--- src/rtl/multi_cycle_ctrl_pkg.sv ---
// Shared encodings for the multicycle MIPS control FSM: opcodes, state codes,
// datapath select encodings and the opcode decode helpers.
package multi_cycle_ctrl_pkg;

  localparam logic [5:0] OP_R    = 6'b000000;
  localparam logic [5:0] OP_LW   = 6'b100011;
  localparam logic [5:0] OP_SW   = 6'b101011;
  localparam logic [5:0] OP_BEQ  = 6'b000100;
  localparam logic [5:0] OP_J    = 6'b000010;
  localparam logic [5:0] OP_ADDI = 6'b001000;

  typedef enum logic [3:0] {
    S_IF     = 4'd0,
    S_ID     = 4'd1,
    S_EX_MA  = 4'd2,
    S_MEM_RD = 4'd3,
    S_WB_MEM = 4'd4,
    S_MEM_WR = 4'd5,
    S_EX_R   = 4'd6,
    S_WB_R   = 4'd7,
    S_EX_I   = 4'd8,
    S_WB_I   = 4'd9,
    S_EX_BEQ = 4'd10,
    S_EX_J   = 4'd11
  } state_t;

  localparam logic [1:0] SRCB_B       = 2'b00;
  localparam logic [1:0] SRCB_FOUR    = 2'b01;
  localparam logic [1:0] SRCB_SEXT    = 2'b10;
  localparam logic [1:0] SRCB_SEXT_SH = 2'b11;

  localparam logic [1:0] ALUOP_ADD   = 2'b00;
  localparam logic [1:0] ALUOP_SUB   = 2'b01;
  localparam logic [1:0] ALUOP_FUNCT = 2'b10;

  localparam logic [1:0] PCSRC_ALU    = 2'b00;
  localparam logic [1:0] PCSRC_ALUOUT = 2'b01;
  localparam logic [1:0] PCSRC_JUMP   = 2'b10;

  // MEM_LAT is limited to 0..7, so three bits cover the wait counter.
  localparam int LAT_W = 3;

  typedef struct packed {
    logic       pc_write;
    logic       pc_write_cond;
    logic       ior_d;
    logic       mem_read;
    logic       mem_write;
    logic       ir_write;
    logic       mem_to_reg;
    logic       reg_dst;
    logic       reg_write;
    logic       alu_src_a;
    logic [1:0] alu_src_b;
    logic [1:0] alu_op;
    logic [1:0] pc_source;
  } ctl_t;

  function automatic logic op_legal(input logic [5:0] op);
    case (op)
      OP_R, OP_LW, OP_SW, OP_BEQ, OP_J, OP_ADDI: op_legal = 1'b1;
      default:                                   op_legal = 1'b0;
    endcase
  endfunction

  // LED class is one-hot over J/BEQ/LW/SW/R; ADDI has no LED of its own.
  function automatic logic [4:0] op_class(input logic [5:0] op);
    case (op)
      OP_J:    op_class = 5'b10000;
      OP_BEQ:  op_class = 5'b01000;
      OP_LW:   op_class = 5'b00100;
      OP_SW:   op_class = 5'b00010;
      OP_R:    op_class = 5'b00001;
      default: op_class = 5'b00000;
    endcase
  endfunction

endpackage

--- src/rtl/multi_cycle_ctrl_wait_cnt.sv ---
// Wait-phase down-counter used to stretch IF and MEM_RD over MEM_LAT+1 cycles.
// It rests at zero, loads the latency on the first cycle of a phase and
// counts down; done marks the final cycle of the phase.
module multi_wait_cnt
  import multi_cycle_ctrl_pkg::*;
#(
  parameter int W = LAT_W
) (
  input  logic         clk,
  input  logic         rst,
  input  logic         en,
  input  logic [W-1:0] lat,
  output logic         done
);

  logic [W-1:0] cnt;

  // Load on the first phase cycle, then decrement back down to the rest value.
  always_ff @(posedge clk or posedge rst) begin
    if (rst) begin
      cnt <= '0;
    end else if (en) begin
      cnt <= (cnt == '0) ? lat : cnt - W'(1);
    end
  end

  // At rest only a zero latency finishes at once; otherwise the last count is 1.
  assign done = (cnt == '0) ? (lat == '0) : (cnt == W'(1));

endmodule

--- src/rtl/multi_cycle_ctrl.sv ---
// Control FSM for the multicycle MIPS datapath. Outputs are decoded from the
// registered state; write strobes are gated by en and everything by rst so a
// stall or reset silences the datapath without waiting for a clock edge.
module multi_cycle_ctrl
  import multi_cycle_ctrl_pkg::*;
#(
  parameter int MEM_LAT = 1,
  parameter int CNT_W   = 16
) (
  input  logic             clk,
  input  logic             rst,
  input  logic             en,
  input  logic [5:0]       OP,
  input  logic             zero,
  output logic             PCWrite,
  output logic             PCWriteCond,
  output logic             IorD,
  output logic             MemRead,
  output logic             MemWrite,
  output logic             IRWrite,
  output logic             MemtoReg,
  output logic             RegDst,
  output logic             RegWrite,
  output logic             ALUSrcA,
  output logic [1:0]       ALUSrcB,
  output logic [1:0]       ALUop,
  output logic [1:0]       PCSource,
  output logic [3:0]       state,
  output logic [4:0]       LED,
  output logic             illegal,
  output logic [CNT_W-1:0] instr_cnt
);

  localparam logic [LAT_W-1:0] LAT = LAT_W'(MEM_LAT);

  state_t st;
  ctl_t   ctl;
  logic   wait_en;
  logic   wait_done;

  // The zero flag qualifies PCWriteCond inside the datapath, not here.
  logic unused_zero;
  assign unused_zero = zero;

  assign wait_en = en && ((st == S_IF) || (st == S_MEM_RD));

  multi_wait_cnt #(.W(LAT_W)) u_wait (
    .clk  (clk),
    .rst  (rst),
    .en   (wait_en),
    .lat  (LAT),
    .done (wait_done)
  );

  // State sequencing, LED class latch and retirement count; all frozen by en=0.
  always_ff @(posedge clk or posedge rst) begin
    if (rst) begin
      st        <= S_IF;
      LED       <= '0;
      instr_cnt <= '0;
    end else if (en) begin
      case (st)
        S_IF:     if (wait_done) st <= S_ID;
        S_ID: begin
          LED <= op_class(OP);
          case (OP)
            OP_R:         st <= S_EX_R;
            OP_LW, OP_SW: st <= S_EX_MA;
            OP_BEQ:       st <= S_EX_BEQ;
            OP_J:         st <= S_EX_J;
            OP_ADDI:      st <= S_EX_I;
            default:      st <= S_IF;
          endcase
        end
        S_EX_MA:  st <= (OP == OP_SW) ? S_MEM_WR : S_MEM_RD;
        S_MEM_RD: if (wait_done) st <= S_WB_MEM;
        S_EX_R:   st <= S_WB_R;
        S_EX_I:   st <= S_WB_I;
        S_WB_MEM, S_MEM_WR, S_WB_R, S_WB_I, S_EX_BEQ, S_EX_J: begin
          st        <= S_IF;
          instr_cnt <= instr_cnt + CNT_W'(1);
        end
        default:  st <= S_IF;
      endcase
    end
  end

  // Moore decode of the datapath controls, then stall and reset gating.
  always_comb begin
    ctl = '0;
    case (st)
      S_IF: begin
        ctl.mem_read  = 1'b1;
        ctl.alu_src_b = SRCB_FOUR;
        ctl.alu_op    = ALUOP_ADD;
        ctl.pc_source = PCSRC_ALU;
        ctl.ir_write  = wait_done;
        ctl.pc_write  = wait_done;
      end
      S_ID: begin
        ctl.alu_src_b = SRCB_SEXT_SH;
        ctl.alu_op    = ALUOP_ADD;
      end
      S_EX_MA, S_EX_I: begin
        ctl.alu_src_a = 1'b1;
        ctl.alu_src_b = SRCB_SEXT;
        ctl.alu_op    = ALUOP_ADD;
      end
      S_MEM_RD: begin
        ctl.mem_read = 1'b1;
        ctl.ior_d    = 1'b1;
      end
      S_WB_MEM: begin
        ctl.reg_write  = 1'b1;
        ctl.mem_to_reg = 1'b1;
      end
      S_MEM_WR: begin
        ctl.mem_write = 1'b1;
        ctl.ior_d     = 1'b1;
      end
      S_EX_R: begin
        ctl.alu_src_a = 1'b1;
        ctl.alu_src_b = SRCB_B;
        ctl.alu_op    = ALUOP_FUNCT;
      end
      S_WB_R: begin
        ctl.reg_write = 1'b1;
        ctl.reg_dst   = 1'b1;
      end
      S_WB_I: ctl.reg_write = 1'b1;
      S_EX_BEQ: begin
        ctl.alu_src_a     = 1'b1;
        ctl.alu_src_b     = SRCB_B;
        ctl.alu_op        = ALUOP_SUB;
        ctl.pc_write_cond = 1'b1;
        ctl.pc_source     = PCSRC_ALUOUT;
      end
      S_EX_J: begin
        ctl.pc_write  = 1'b1;
        ctl.pc_source = PCSRC_JUMP;
      end
      default: ;
    endcase
    if (!en) begin
      ctl.pc_write      = 1'b0;
      ctl.pc_write_cond = 1'b0;
      ctl.ir_write      = 1'b0;
      ctl.mem_write     = 1'b0;
      ctl.reg_write     = 1'b0;
    end
    if (rst) begin
      ctl = '0;
    end
  end

  assign PCWrite     = ctl.pc_write;
  assign PCWriteCond = ctl.pc_write_cond;
  assign IorD        = ctl.ior_d;
  assign MemRead     = ctl.mem_read;
  assign MemWrite    = ctl.mem_write;
  assign IRWrite     = ctl.ir_write;
  assign MemtoReg    = ctl.mem_to_reg;
  assign RegDst      = ctl.reg_dst;
  assign RegWrite    = ctl.reg_write;
  assign ALUSrcA     = ctl.alu_src_a;
  assign ALUSrcB     = ctl.alu_src_b;
  assign ALUop       = ctl.alu_op;
  assign PCSource    = ctl.pc_source;
  assign state       = st;
  assign illegal     = en && !rst && (st == S_ID) && !op_legal(OP);

endmodule

--- config.mk ---
export PLATFORM = sky130hd
export DESIGN_NAME = multi_cycle_ctrl
export DESIGN_NICKNAME = d
export VERILOG_FILES = /design/src/rtl/multi_cycle_ctrl_pkg.sv /design/src/rtl/multi_cycle_ctrl_wait_cnt.sv /design/src/rtl/multi_cycle_ctrl.sv
export SDC_FILE = /design/constraint.sdc
export NUM_CORES = 1
export LEC_CHECK = 0
export ABC_AREA = 1
export CORE_ASPECT_RATIO = 1.1
export CORE_UTILIZATION = 35
export CTS_CLUSTER_DIAMETER = 30
export CTS_CLUSTER_SIZE = 25
export DETAILED_ROUTE_END_ITERATION = 8
export GPL_TIMING_DRIVEN = 0
export PLACE_DENSITY = 0.72
export SYNTH_ARGS = -nofsm -noshare
export SYNTH_HDL_FRONTEND = slang
export SYNTH_SLANG_ARGS = --single-unit
--- constraint.sdc ---
create_clock -name clk -period 1.9 [get_ports clk]
set_input_delay 0.38 -clock clk [delete_from_list [all_inputs] [get_ports clk]]
set_output_delay 0.38 -clock clk [all_outputs]
set_load 0.1 [all_outputs]
==> run metrics, run 1 <==
Die Wd=68.8 um; placed inst area=0.00250 mm2; pwr/cell area=1490 mW/mm2; CP top delay family=flip-flops; final worst setup slack=-199 ps; CP Launch Type=flop; gpl congestion=0.885; Iteration-0 DRC Markers=87; Synth async-reset ratio=1.00; P_leak=1.43 nW; Filler cells=365; CP required=1520 ps; max-slew violations=0; syn nets=245; relative slew slack=0.368; Port Buffer Count=50; CTS sink cnt=28; Syn. warnings=0; f_max=477 MHz; WS Path Type=flop to output pin; Layout Skew=3.43 ps; Seq/Total Area, Yosys=0.408; fraction of layout cells with a size suffix above 1=0.486; CTS tree=yes; routed len/inst=14.5 um; Slowest-stage cell, CP=dfrtp_4; Slew @ Worst Pin=951 ps; vias in the first global route=1,891; Final ANT Viol Nets=0; clock tree buffer depth=2; CP bufs+invs=1; I/O pin total=52; Core Footprint=0.00468 mm2; RSZ-0062 raised after global routing=yes; largest net degree at the start of global routing=16; ranking of synthesized cells by area=dfrtp_1 (41%), nand2_1 (13%), inv_1 (6.6%); Hold Path Class=input pin to asynchronous set/reset pin; Post-Syn Area=0.00172 mm2; area leader, netlist=dfrtp_1; Max-Cap Viols=0; worst skew pair latency=270 ps; grt ovf=0; Initial Utilization=0.366; Root Driver=clkbuf_8; GRT Total Usage=0.225; CP Data Arrival Time=1720 ps; DP HPWL=3.16 mm; Total Wirelength=5.48 mm; Die Y-Extent=75.5 um; part of the cycle the worst path needs=1.10; Hold Vio Cnt, Final=0; Final Critical Period=2100 ps; Worst-path clk slew=100 ps; CP endpoint kind=output pin; Crit Path Max Fanout=5; row count=26; violations in the final reports=setup timing; Synth cell types=28; Fin Setup TNS=-1510 ps; top cell type's share of synthesized area=0.408; Area Overhead vs Synth=82.7%; number of flops mapped to enable cells by yosys=0; synthesis-stage register bit count=28; final setup fails=15; CP cell instances=nor2_4, nand2_1, o21ai_4, nor2_4, a21oi_4, buf_12; top_reg_cell synth=dfrtp_1; worst hold slack=366 ps; worst stage delay on the critical path=550 ps; antenna violations before repair=0; nets@finish=335; syn_area_per_cell=7.34 um2; status=finished, violations left; Die ar.=0.00519 mm2; post-synthesis instance total=234; CTS Buf Count=3; iteration count of the initial detailed-routing pass=4; via count=1,915; Hold Buf Count CTS=0; VDD IR max=0.000863 V; ant diodes=0; number of H-tree levels=1; Remaining DRCs=0; crit-path most repeated cell=nor2_4; Final Instance Area=0.00314 mm2; routed vias/inst=5.05; global-route wire length before repair=8.58 mm
synth_stat cells, types with 2 or more instances:
cell,number
a21oi_1,5
dfrtp_1,28
inv_1,30
inv_2,5
nand2_1,61
nand2_2,2
nand2_4,2
nand3_1,10
nand3b_1,2
nand4_1,6
nor2_1,25
nor2_2,5
nor2_4,3
nor3_1,10
o211ai_1,2
o21ai_0,12
o21ai_1,5
xnor2_1,3
xor2_1,9
routing by layer:
layer / track usage / routed length, um / vias to the layer above
li1: - / - / 921
met1: 0.262 / 2190 / 919
met2: 0.398 / 2900 / 62
met3: 0.0329 / 261 / 13
met4: 0.116 / 123 / 0
met5: 0 / 0 / -
report_power, final:
group	internal, mW	leakage, nW	switching, mW	total, mW
combinational	1.05	1.05	2.33	3.38
sequential	0.752	0.346	0.168	0.920
clock	0.186	0.0288	0.186	0.372
worst paths after layout:
path,startpoint,endpoint,slack (ps),cells past startpoint
worst max-delay path,state[0],ALUSrcA,-200,6
worst min-delay path,rst,u_wait.cnt[0],370,3
worst max register to register,state[3],instr_cnt[12],80,13
worst min register to register,instr_cnt[4],instr_cnt[4],490,1
max in group asynchronous,rst,instr_cnt[0],1100,2
min in group clk,instr_cnt[4],instr_cnt[4],490,1
flip-flops by register name, indices dropped and copies added, names as in the netlist:
register	cells
state	4
u_wait.cnt	3
LED	5
instr_cnt	16
cell usage in the layout (no fill, tap or decap), types with 5 or more instances in the layout:
cell type,synthesis,layout
o21ai_0,12,9
dfrtp_1,28,17
inv_2,5,9
buf_12,0,16
nor2_2,5,5
buf_6,0,5
nor3_4,0,5
clkdlybuf4s15_2,0,12
dlygate4sd2_1,0,7
buf_4,0,30
clkbuf_2,0,8
nor2_1,25,11
xor2_1,9,9
clkdlybuf4s15_1,0,6
nand2_1,61,53
inv_4,1,5
nand3_1,10,7
dfrtp_2,0,7
nor2_4,3,17
nand4_1,6,6
nand2_4,2,5
o21ai_1,5,6
inv_1,30,20
nor3_1,10,5
worst reg2reg max path, cell delays in order (launching register included):
cell and delay [ps]:
dfrtp_4 530, nor2_4 200, buf_4 150, buf_6 90
nand2_4 50, buf_4 130, nand2_2 60, nand2_4 90
inv_4 100, nand2_4 60, nor2_4 110, nand2_1 60
nand2_1 60, nand2_1 50
what timing repair did:
action,CTS,global route
setup buffers,24,11
pin swaps,19,20
setup endpoints to repair,42,30
resized for setup,246,41
gates cloned,1,0
per-stage QoR:
| step | setup slack, ps | util | power, mW | std cells |
|---|---|---|---|---|
| after floorplan | -691 | - | 2.98 | 234 |
| after global placement | -1460 | 0.534 | 3.50 | 340 |
| after detailed placement | -1480 | 0.534 | 3.52 | 340 |
| after CTS | -228 | 0.638 | 4.35 | 369 |
| after global routing | -253 | 0.670 | 4.88 | 379 |
| final | -199 | 0.670 | 4.67 | 379 |
cell type report:
type	instances	area, um2	area share
inverters	36	156	0.0499
plain buffers	2	22.5	0.00718
clock buffers	4	55.1	0.0176
repair inverters	1	5.00	0.00160
repair buffers	84	906	0.289
flip-flops and latches	28	724	0.231
multi-input cells	168	1200	0.382
well taps	56	70.1	0.0223
cells by family (layout without fill, tap and decap cells):
family                     after synthesis  count (layout)  share of synthesized area
AOI/OAI and AO/OA                       27              27                     0.0860
xor gates and xnor gates                12              12                     0.0612
adders and majority gates                1               1                    0.00729
buffers and inverters                   38             127                     0.0911
DFF                                     28              28                      0.408
and+or+nand+nor                        128             128                      0.346
No activity file was read; power rests on OpenSTA's default activity.
==> run 2: changes to the inputs <==
clock period = 2.5 ns   (was 1.9 ns; I/O delays follow)
==> run metrics, run 2 (synthesis results as in run 1) <==
gpl congestion=0.873 (-1.3%); CTS tree=yes; number of H-tree levels=1 (unchanged); CTS sink cnt=28 (unchanged); Slowest-stage cell, CP=clkdlybuf4s50_1; Remaining DRCs=0 (unchanged); Final ANT Viol Nets=0 (unchanged); Total Wirelength=4.19 mm (-24%); part of the cycle the worst path needs=0.972; CP bufs+invs=1 (unchanged); Die Wd=68.8 um (unchanged); max reg flops=16 (unchanged); Max-Cap Viols=0 (unchanged); clock tree buffer depth=2 (unchanged); most common cell after layout, fill and taps aside=nand2_1; vias in the first global route=1,488 (-21%); max-slew violations=0 (unchanged); GRT Total Usage=0.176 (-0.0489); via count=1,658 (-13%); R2R depth=8 (-5); CP Launch Type=flop; largest net degree at the start of global routing=16 (unchanged); Hold Buf Count CTS=0 (unchanged); grt ovf=0 (unchanged); Hold Vio Cnt, Final=0 (unchanged); antenna violations before repair=0 (unchanged); row count=26 (unchanged); Fin Setup TNS=0 ps (+1510 ps); WP depth=1 (-5); Register Area=716 um2 (-1.2%); Filler cells=473 (+30%); most frequent cells in the layout=nand2_1 (60), clkdlybuf4s50_1 (32), inv_1 (27); VDD IR max=0.000942 V (+9.1%); DP HPWL=3.19 mm (+0.80%); I/O pin total=52 (unchanged); routed len/inst=12.0 um (-17%); RSZ-0062 raised after global routing=no; nets@finish=304 (-9.3%); status=complete, no violations; CP cell instances=clkdlybuf4s50_1; Root Driver=clkbuf_8; Final Critical Period=2430 ps; relative slew slack=0.343 (-0.0252); CP required=2000 ps (+480 ps); worst skew pair latency=270 ps (about the same); Crit Path Max Fanout=7 (+2); WS Path Type=flop to output pin; Iteration-0 DRC Markers=47 (-46%); Die ar.=0.00519 mm2 (unchanged); Worst-path clk slew=90 ps (about the same); Core Footprint=0.00468 mm2 (unchanged); P_leak=1.17 nW (-18%); CTS Buf Count=3 (unchanged); R2R setup slack=820 ps (+740 ps); area occupied by multi-input gates=990 um2 (-17%); Tot Pwr=2.86 mW (-39%); Hold Path Class=input pin to asynchronous set/reset pin; iteration count of the initial detailed-routing pass=4 (unchanged); Initial Utilization=0.366 (unchanged); Port Buffer Count=50 (unchanged); pwr/cell area=1150 mW/mm2 (-23%); Layout Skew=1.54 ps (-1.89 ps); Area Overhead vs Synth=45.0%; Die Y-Extent=75.5 um (unchanged); f_max=412 MHz; CP Data Arrival Time=1930 ps (+210 ps); ant diodes=0 (unchanged); routed vias/inst=4.76 (-5.7%); final setup fails=0 (-15); Biggest register=instr_cnt; fraction of layout cells with a size suffix above 1=0.253 (-0.233); CP top delay family=buffers and inverters; worst stage delay on the critical path=1160 ps (+610 ps); Slew @ Worst Pin=982 ps (+31.1 ps); Final Util=0.531 (-0.138); CP endpoint kind=output pin; global-route wire length before repair=6.80 mm (-21%)
## run 2: cell types whose count changed in the layout (fill, tap and decap cells not counted), moves of 8 or more
cell / delta
buf_12: -15
buf_4: -22
clkdlybuf4s50_1: +32
clkbuf_2: -8
nor2_4: -12
clkdlybuf4s15_2: -11
## run 2: final cells by class
cell class	count	share of cell area
repair inverters	1	0.00201
inverters	36	0.0568
repair buffers	53	0.201
clock buffers	4	0.0181
multi-input cells	168	0.398
plain buffers	2	0.00905
well taps	56	0.0282
flip-flops and latches	28	0.288
## run 2: what timing repair did
item	in CTS	in global routing
endpoints found under the setup margin	17	8
cloned	1	0
setup buffers	1	2
pin swaps	0	1
resized for setup	101	8
hold endpoints to repair	0	0
## run 2: per-layer routing
| metal | vias up | GRT usage | wire (um) |
|---|---|---|---|
| li1 | 851 | - | - |
| met1 | 786 | 0.231 | 1920 |
| met2 | 17 | 0.307 | 2160 |
| met3 | 4 | 0.0225 | 87 |
| met4 | 0 | 0.0408 | 27 |
| met5 | - | 0 | 0 |
## run 2: final timing paths
kind / endpoint / start
min: state[0] / rst
min reg2reg: LED[2] / LED[2]
max in group asynchronous: instr_cnt[0] / rst
max reg2reg: state[1] / state[1]
max: state[1] / state[1]
min in group clk: LED[2] / LED[2]
## run 2: per-stage QoR
stage | hold slack [ps] | std cells | cell area [um2] | setup WS (ps)
2_1_floorplan | 480 | 234 | 1850 | -211
6_report | 473 | 348 | 2490 | 71.1
3_3_place_gp | 473 | 340 | 2420 | -1390
3_5_place_dp | 478 | 340 | 2420 | -1450
5_1_grt | 504 | 348 | 2490 | 4.39
4_1_cts | 501 | 346 | 2450 | 1.39
## run 2: where the power goes
part           leakage (nW)  internal, mW  total (mW)  switching (mW)
combinational         0.795         0.437        1.93            1.49
clock                0.0228         0.114       0.254           0.140
sequential            0.357         0.567       0.677           0.111
==> run 3: changes to the inputs <==
CORE_ASPECT_RATIO = not set   (was 1.1)
SKIP_LAST_GASP = 1   (was not set)
==> run metrics, run 3 (synthesis results as in run 1) <==
status=finished, violations left; violations in the final reports=DRC; Slowest-stage cell, CP=dlygate4sd2_1; worst skew pair latency=270 ps (about the same); Hold Vio Cnt, Final=0 (unchanged); Final ANT Viol Nets=0 (unchanged); row count=25 (-3.8%); max reg flops=16 (unchanged); part of the cycle the worst path needs=0.979 (+0.00767); Initial Utilization=0.363 (-0.00301); Switch Pwr=1.74 mW (about the same); f_max=408 MHz (-0.78%); Combinational Power Share=0.670 (-0.005); Crit Path Max Fanout=10 (+3); nets@finish=302 (-0.66%); Worst-path clk slew=100 ps (about the same); CP top delay family=buffers and inverters; gpl congestion=0.832 (-4.7%); Final Critical Period=2450 ps (+19.2 ps); grt ovf=0 (unchanged); CTS tree=yes; clock share of power=0.096 (+0.007); via count=1,671 (+0.78%); Seq pwr share=0.234 (-0.003); Total Wirelength=3.99 mm (-4.7%); routed vias/inst=4.68 (-1.8%); Die ar.=0.00519 mm2 (about the same); final setup fails=0 (unchanged); Switching Share=0.603 (-0.00608); pwr/cell area=1150 mW/mm2 (+0.37%); Core Footprint=0.00472 mm2 (+0.83%); fraction of layout cells with a size suffix above 1=0.255 (+0.00175); CP Launch Type=input pin; CP bufs+invs=3 (+2); CP endpoint kind=output pin; Biggest register=instr_cnt; CTS Buf Count=3 (unchanged); CP required=2000 ps (about the same); Int Power=1.15 mW (+2.6%); max-slew violations=0 (unchanged); Fin Setup TNS=0 ps (unchanged); Die Y-Extent=72.0 um (-4.5%); Root Driver=clkbuf_8; worst hold slack=498 ps (+24.2 ps); WS Path Type=input pin to output pin; ant diodes=0 (unchanged); antenna violations before repair=0 (unchanged); Iteration-0 DRC Markers=75 (+60%); I/O pin total=52 (unchanged); vias in the first global route=1,506 (+1.2%); Area Overhead vs Synth=45.9%; most frequent cells in the layout=nand2_1 (60), clkdlybuf4s50_1 (32), inv_1 (27); Tot Pwr=2.89 mW (+1.0%); Layout Skew=4.52 ps (+2.98 ps); Hold Path Class=flop to flop; DP HPWL=3.14 mm (-1.6%); CTS sink cnt=28 (unchanged); number of H-tree levels=1 (unchanged); clock tree buffer depth=2 (unchanged); iteration count of the initial detailed-routing pass=6 (+2); Die Wd=72.0 um (+4.7%); Slew @ Worst Pin=975 ps (-7.38 ps); CP Data Arrival Time=1950 ps (+20 ps); Port Buffer Count=50 (unchanged); global-route wire length before repair=6.79 mm (-0.21%); relative slew slack=0.348 (+0.00494); Remaining DRCs=2 (+2); largest net degree at the start of global routing=16 (unchanged); CP cell instances=dlygate4sd2_1, buf_2, nor2_2, clkdlybuf4s15_2; P_leak=1.16 nW (-1.5%); most common cell after layout, fill and taps aside=nand2_1; routed len/inst=11.2 um (-7.1%); Hold Buf Count CTS=0 (unchanged); Max-Cap Viols=0 (unchanged); GRT Total Usage=0.163 (-0.0133); worst stage delay on the critical path=470 ps (-690 ps); VDD IR max=0.000453 V (-52%)
==> run 3: cell types whose count changed in the layout (fill, tap and decap cells not counted) <==
cell,change
buf_4,-4
buf_6,-4
clkdlybuf4s15_2,+3
clkbuf_4,+2
buf_2,-1
buf_8,+1
clkbuf_1,-1
clkbuf_8,+1
clkdlybuf4s18_2,+1
dlygate4sd2_1,+1
dlymetal6s2s_1,-1
nor2_1,-1
nor2_2,+1
==> run 3: worst paths after layout <==
path                              start            end  slack, ps  depth (start not counted)
hold reg to reg            instr_cnt[4]   instr_cnt[4]        500                          1
min in group asynchronous           rst  u_wait.cnt[2]        600                          3
hold / removal             instr_cnt[4]   instr_cnt[4]        500                          1
max in group asynchronous           rst         LED[2]       1530                          2
setup reg to reg               state[1]       state[3]        850                          8
setup / recovery                    rst    PCSource[1]         50                          4
==> run 3: timing repair <==
item / 4_1_cts / 5_1_grt
pin swaps: 0 / 0
cloned: 1 / 0
endpoints found under the setup margin: 17 / 10
resized for setup: 83 / 14
setup buffers: 1 / 0
==> run 3: final cells by class <==
type                            instances  area [um2]
Multi-Input combinational cell        168         992
Inverter                               36         141
Fill cell                             436        2220
Timing Repair Buffer                   51         492
Timing Repair inverter                  1        5.00
Sequential cell                        28         716
Buffer                                  2        20.0
Clock buffer                            4        55.1
Tap cell                               67        83.8
==> run 3: power by group through the flow <==
stage / registers [mW] / clock network, mW / logic [mW]
finish: 0.676 / 0.277 / 1.94
global route: 0.692 / 0.298 / 2.04
CTS: 0.677 / 0.285 / 1.94
detailed placement: 0.687 / 0 / 1.94
global placement: 0.686 / 0 / 1.93
floorplan: 1.30 / 0 / 0.927
==> run 3: layer usage <==
metal / global-route usage / vias up / share of wire
met2: 0.280 / 38 / 0.50
li1: - / 857 / -
met4: 0.0261 / 0 / 0
met5: 0 / - / 0
met3: 0.0222 / 0 / 0.036
met1: 0.223 / 776 / 0.47
==> run 3: through the flow <==
stage | cell area [um2] | instances | setup slack [ps] | util
2_1_floorplan | 1850 | 234 | -211 | -
3_3_place_gp | 2440 | 351 | -1410 | 0.516
3_5_place_dp | 2440 | 351 | -1430 | 0.516
4_1_cts | 2500 | 357 | -11.1 | 0.530
5_1_grt | 2500 | 357 | -12.0 | 0.530
6_report | 2500 | 357 | 52.0 | 0.530
